===== src/rtl/pmem_arbiter.sv =====
// Two-way arbiter sharing the 128-bit physical-memory port between I-cache and D-cache.
// Define PMEM_ARB_ROUND_ROBIN_EN for round-robin tie-breaking; default is fixed priority (D wins).
module pmem_arbiter (
  input  logic         clk,
  input  logic         rst,
  input  logic         i_pmem_read,
  input  logic         i_pmem_write,
  input  logic [15:0]  i_pmem_address,
  input  logic [127:0] i_pmem_wdata,
  output logic [127:0] i_pmem_rdata,
  output logic         i_pmem_resp,
  input  logic         d_pmem_read,
  input  logic         d_pmem_write,
  input  logic [15:0]  d_pmem_address,
  input  logic [127:0] d_pmem_wdata,
  output logic [127:0] d_pmem_rdata,
  output logic         d_pmem_resp,
  output logic         pmem_read,
  output logic         pmem_write,
  output logic [15:0]  pmem_address,
  output logic [127:0] pmem_wdata,
  input  logic [127:0] pmem_rdata,
  input  logic         pmem_resp
);

  typedef enum logic [1:0] {
    IDLE    = 2'd0,
    SERVE_I = 2'd1,
    SERVE_D = 2'd2
  } state_t;

  state_t state, state_next;
  logic   last_grant;  // 0 = I, 1 = D
  logic   req_i, req_d;
  logic   conflict_grant_d;

  assign req_i = i_pmem_read | i_pmem_write;
  assign req_d = d_pmem_read | d_pmem_write;

`ifdef PMEM_ARB_ROUND_ROBIN_EN
  assign conflict_grant_d = ~last_grant;
`else
  // last_grant is tracked in both builds so the two configurations share one datapath.
  logic unused_last_grant;
  assign unused_last_grant = last_grant;
  assign conflict_grant_d  = 1'b1;
`endif

  // NOTE: sequential state uses non-blocking assignments; reset is asynchronous so the
  // outputs (decoded from state) drop the moment rst rises, not at the next edge.
  always_ff @(posedge clk or posedge rst) begin
    if (rst) begin
      state      <= IDLE;
      last_grant <= 1'b0;
    end else begin
      state <= state_next;
      if (state == IDLE && state_next != IDLE)
        last_grant <= (state_next == SERVE_D);
    end
  end

  // NOTE: every combinational output gets a default first so no path infers a latch.
  always_comb begin
    state_next = state;
    unique case (state)
      IDLE: begin
        if (req_i && req_d)
          state_next = conflict_grant_d ? SERVE_D : SERVE_I;
        else if (req_d)
          state_next = SERVE_D;
        else if (req_i)
          state_next = SERVE_I;
      end
      SERVE_I, SERVE_D: begin
        if (pmem_resp)
          state_next = IDLE;
      end
      default: state_next = IDLE;
    endcase
  end

  // Grants never abort: once in SERVE_x only pmem_resp ends the transaction.
  always_comb begin
    pmem_read    = 1'b0;
    pmem_write   = 1'b0;
    pmem_address = '0;
    pmem_wdata   = '0;
    i_pmem_resp  = 1'b0;
    d_pmem_resp  = 1'b0;
    unique case (state)
      SERVE_I: begin
        pmem_read    = i_pmem_read;
        pmem_write   = i_pmem_write;
        pmem_address = i_pmem_address;
        pmem_wdata   = i_pmem_wdata;
        i_pmem_resp  = pmem_resp;
      end
      SERVE_D: begin
        pmem_read    = d_pmem_read;
        pmem_write   = d_pmem_write;
        pmem_address = d_pmem_address;
        pmem_wdata   = d_pmem_wdata;
        d_pmem_resp  = pmem_resp;
      end
      default: ;
    endcase
  end

  // Read data is broadcast; each cache qualifies it with its own resp.
  assign i_pmem_rdata = pmem_rdata;
  assign d_pmem_rdata = pmem_rdata;

endmodule


===== config.mk =====
export PLATFORM = sky130hd
export DESIGN_NAME = pmem_arbiter
export DESIGN_NICKNAME = d
export VERILOG_FILES = /design/src/rtl/pmem_arbiter.sv
export SDC_FILE = /design/constraint.sdc
export NUM_CORES = 1
export LEC_CHECK = 0
export BUFFER_PORTS_ARGS = -buffer_cell sky130_fd_sc_hd__buf_2
export CAP_MARGIN = 20
export CORE_AREA = 2 2 320 322
export CTS_BUF_LIST = sky130_fd_sc_hd__clkbuf_2
export CTS_CLUSTER_DIAMETER = 120
export DETAILED_ROUTE_END_ITERATION = 8
export DIE_AREA = 0 0 322 324
export PLACE_DENSITY_LB_ADDON = 0.25
export SYNTH_ARGS = -nofsm -noshare
export SYNTH_HDL_FRONTEND = slang
export SYNTH_SLANG_ARGS = --single-unit

===== constraint.sdc =====
create_clock -name clk -period 3.5 [get_ports clk]
set_clock_uncertainty 0.2 [all_clocks]
set_input_delay 0.175 -clock clk [delete_from_list [all_inputs] [get_ports clk]]
set_output_delay 0.175 -clock clk [all_outputs]
set_load 0.01 [all_outputs]

==> reports/qor.yml <==
grt:
  grt_usage_pct: 6.55
  first_global_vias: 4961
  grt_max_degree: 61
  grt_pass1_wl_mm: 45.5
  grt-ovfl-total: 0
  grt_antenna_before_repair: 13
sta:
  fin_ws_ns: 0.601
  setup_viol: 0
  report.final.slew_viol_count: 0
  rsz0062_at_grt: "false"
  hold_violations: 0
  finalCritPeriodShare_pct: 82.8
  clock.fmax_ghz: 0.345
  slew_headroom_pct: 42.9
  min_period_ns: 2.90
  final.setup.tns_ns: 0
  worstMarginPinSlew_ns: 0.857
logic_synthesis:
  yosysUniqueCellTypes: 16
  syn_area_sq_mm: 0.00439
  syn-num-nets: 1041
  ys_seq_area_share_pct: 1.14
  synth.most_common_cell: "buf_4"
  synth_edf_count: 0
  synth_flop_cell: "dfrtp_1"
  yosysTopAreaCellShare_pct: 44.7
  synth_top_cell_by_area: "buf_4"
  async_flop_share_pct: 100
  ys.warnings.count: 0
  yosys-top-cells-count: "buf_4, nor2b_1, a22oi_1"
  synth_cells: 615
  syn_avg_cell_area_sq_um: 7.13
  netlist_top_cells_area: "buf_4, a22oi_1, nor2b_1"
  ys_seq_elements: 2
placed_design:
  post-dp-hpwl_mm: 33.4
  placedCellCount: 2073
  place_ws_ns: 0.691
  portBuffers: 442
  gp_congestion: 0.655
cells_and_area:
  fin_nets: 1196
  reg_top3: "state (2)"
  largest_register_ffs: 2
  fill_cells: 12000
  max_flop_register: "state"
  drive_above_1_share_pct: 59.8
  final_cell_count_no_fill: 2084
  syn_to_final_growth_pct: 42.7
cts:
  cts_buffers: 3
  postCtsResizedCells: 0
  cts.clk_slew.worst_paths_ns: 0.03
  post_cts_buffers: 0
  root_buffer: "clkbuf_2"
  cts_sinks: 2
  cts_buffer_depth: 2
  clock_latency_ns: 0.20
  cts_tree: "done"
  htreeDepth: 1
power_and_ir_drop:
  p_seq_share_pct: 1.1
  ir_worst_vdd_mv: 0.278
  comb_power_share_pct: 98.0
  power_frac_clock_pct: 0.9
  p_per_area_mw_per_mm2: 635
  p_int_mw: 1.55
  p_sw_mw: 2.42
  swShare_pct: 60.9
  finalPower_mw: 3.97
  leakage_nw: 2.60
setup_path:
  cp-end-kind: "output port"
  startpoint_type: "flip-flop"
  cp.arrival_ns: 2.52
  required_ns: 3.12
  crit_fanout: 60
  path_class: "flip-flop to output port"
floorplanning:
  row_count: 117
  initial_core_util_pct: 4.34
  die-width_um: 322
  ios: 827
  core_sq_mm: 0.101
  die_height_um: 324
  die_area_sq_mm: 0.104
drt:
  wl_per_cell_um: 17.9
  drt_iter0_markers: 185
  antenna_left: 0
  vias: 4975
  finalWirelength_mm: 37.2
  viasPerCell: 2.39
  first_pass_iters: 4
  drc: 0
outcome:
  outcome: "completed"
run:
  maxCapViolations: 0
worst_hold_path:
  hp-class: "primary input to output port"
## kinds of logic (layout without fill, tap and decap cells)
family | after synthesis | in the layout | synth area share, %
AND/OR/NAND/NOR | 151 | 151 | 21.4
flip-flops | 2 | 2 | 1.14
other | 0 | 7 | 0
AO/OA/AOI/OAI | 152 | 152 | 25.8
adder cells (fa/ha/maj) | 3 | 3 | 0.856
buffers and inverters | 307 | 460 | 50.8
## cell type report
class,count,area (sq um),share of cell area [%]
repair buffers,454,2380,38.0
well taps,1309,1640,26.2
diodes,7,17.5,0.280
flip-flops and latches,2,50.0,0.800
clock buffers,3,15.0,0.240
inverters,3,11.3,0.180
multi-input cells,306,2140,34.3
## critical path, stage by stage (launching register included)
cell and delay, ns:
dfrtp_1 0.40, inv_1 0.19, ha_4 0.42, buf_12 0.28
buf_12 0.23, a22oi_1 0.14, nor2b_1 0.31, buf_2 0.19
## through the flow
step | instance area, sq um | hold WS (ns) | util, %
after global routing | 6250 | 0.150 | 6.19
after CTS | 6240 | 0.150 | 6.18
after detailed placement | 6210 | -0.137 | 6.15
after global placement | 6210 | -0.132 | 6.15
after floorplan | 4390 | -0.284 | -
final | 6260 | 0.150 | 6.19
## worst paths after layout
kind	depth (start not counted)	slack [ns]	start	endpoint
worst min register to register	2	0.51	state[0]	state[0]
worst min-delay path	0	0.15	pmem_rdata[41]	d_pmem_rdata[41]
worst max register to register	6	1.04	state[0]	state[0]
min in group asynchronous	3	0.25	rst	state[0]
worst max-delay path	7	0.60	state[0]	pmem_read
max in group asynchronous	3	2.73	rst	state[1]
## power groups by stage
stage               combinational, mW  clock, mW  sequential (mW)
finish                           3.89     0.0370           0.0428
global route                     4.32     0.0438           0.0440
CTS                              4.15     0.0395           0.0433
detailed placement               4.14          0           0.0436
global placement                 4.15          0           0.0436
floorplan                        2.39          0           0.0375
## placed cells by master, fill, tap and decap left out
| master | n |
|---|---|
| inv_1 | 3 |
| buf_12 | 6 |
| o22ai_1 | 1 |
| nor2b_1 | 147 |
| dfrtp_1 | 2 |
| dlygate4sd3_1 | 1 |
| and2_1 | 2 |
| ha_4 | 3 |
| a21oi_1 | 3 |
| o21bai_1 | 1 |
| buf_4 | 5 |
| o21ai_0 | 1 |
| nor2_1 | 2 |
| buf_2 | 442 |
| a22oi_1 | 146 |
| clkbuf_2 | 3 |
| diode_2 | 7 |
## metal layers
metal  up-vias  global-route usage [%]  wire (um)
met4         6                    3.24       1900
li1       2157                       -          -
met2       476                    11.1      17100
met1      2216                    7.32      14300
met3       120                    2.17       3930
met5         -                  0.0463         41
## repair_timing
action / in CTS / in global routing
endpoints found under the setup margin: 0 / 0
hold endpoints to repair: 2 / 0
hold buffers: 1 / 0
Power figures use the tool's default switching activity.
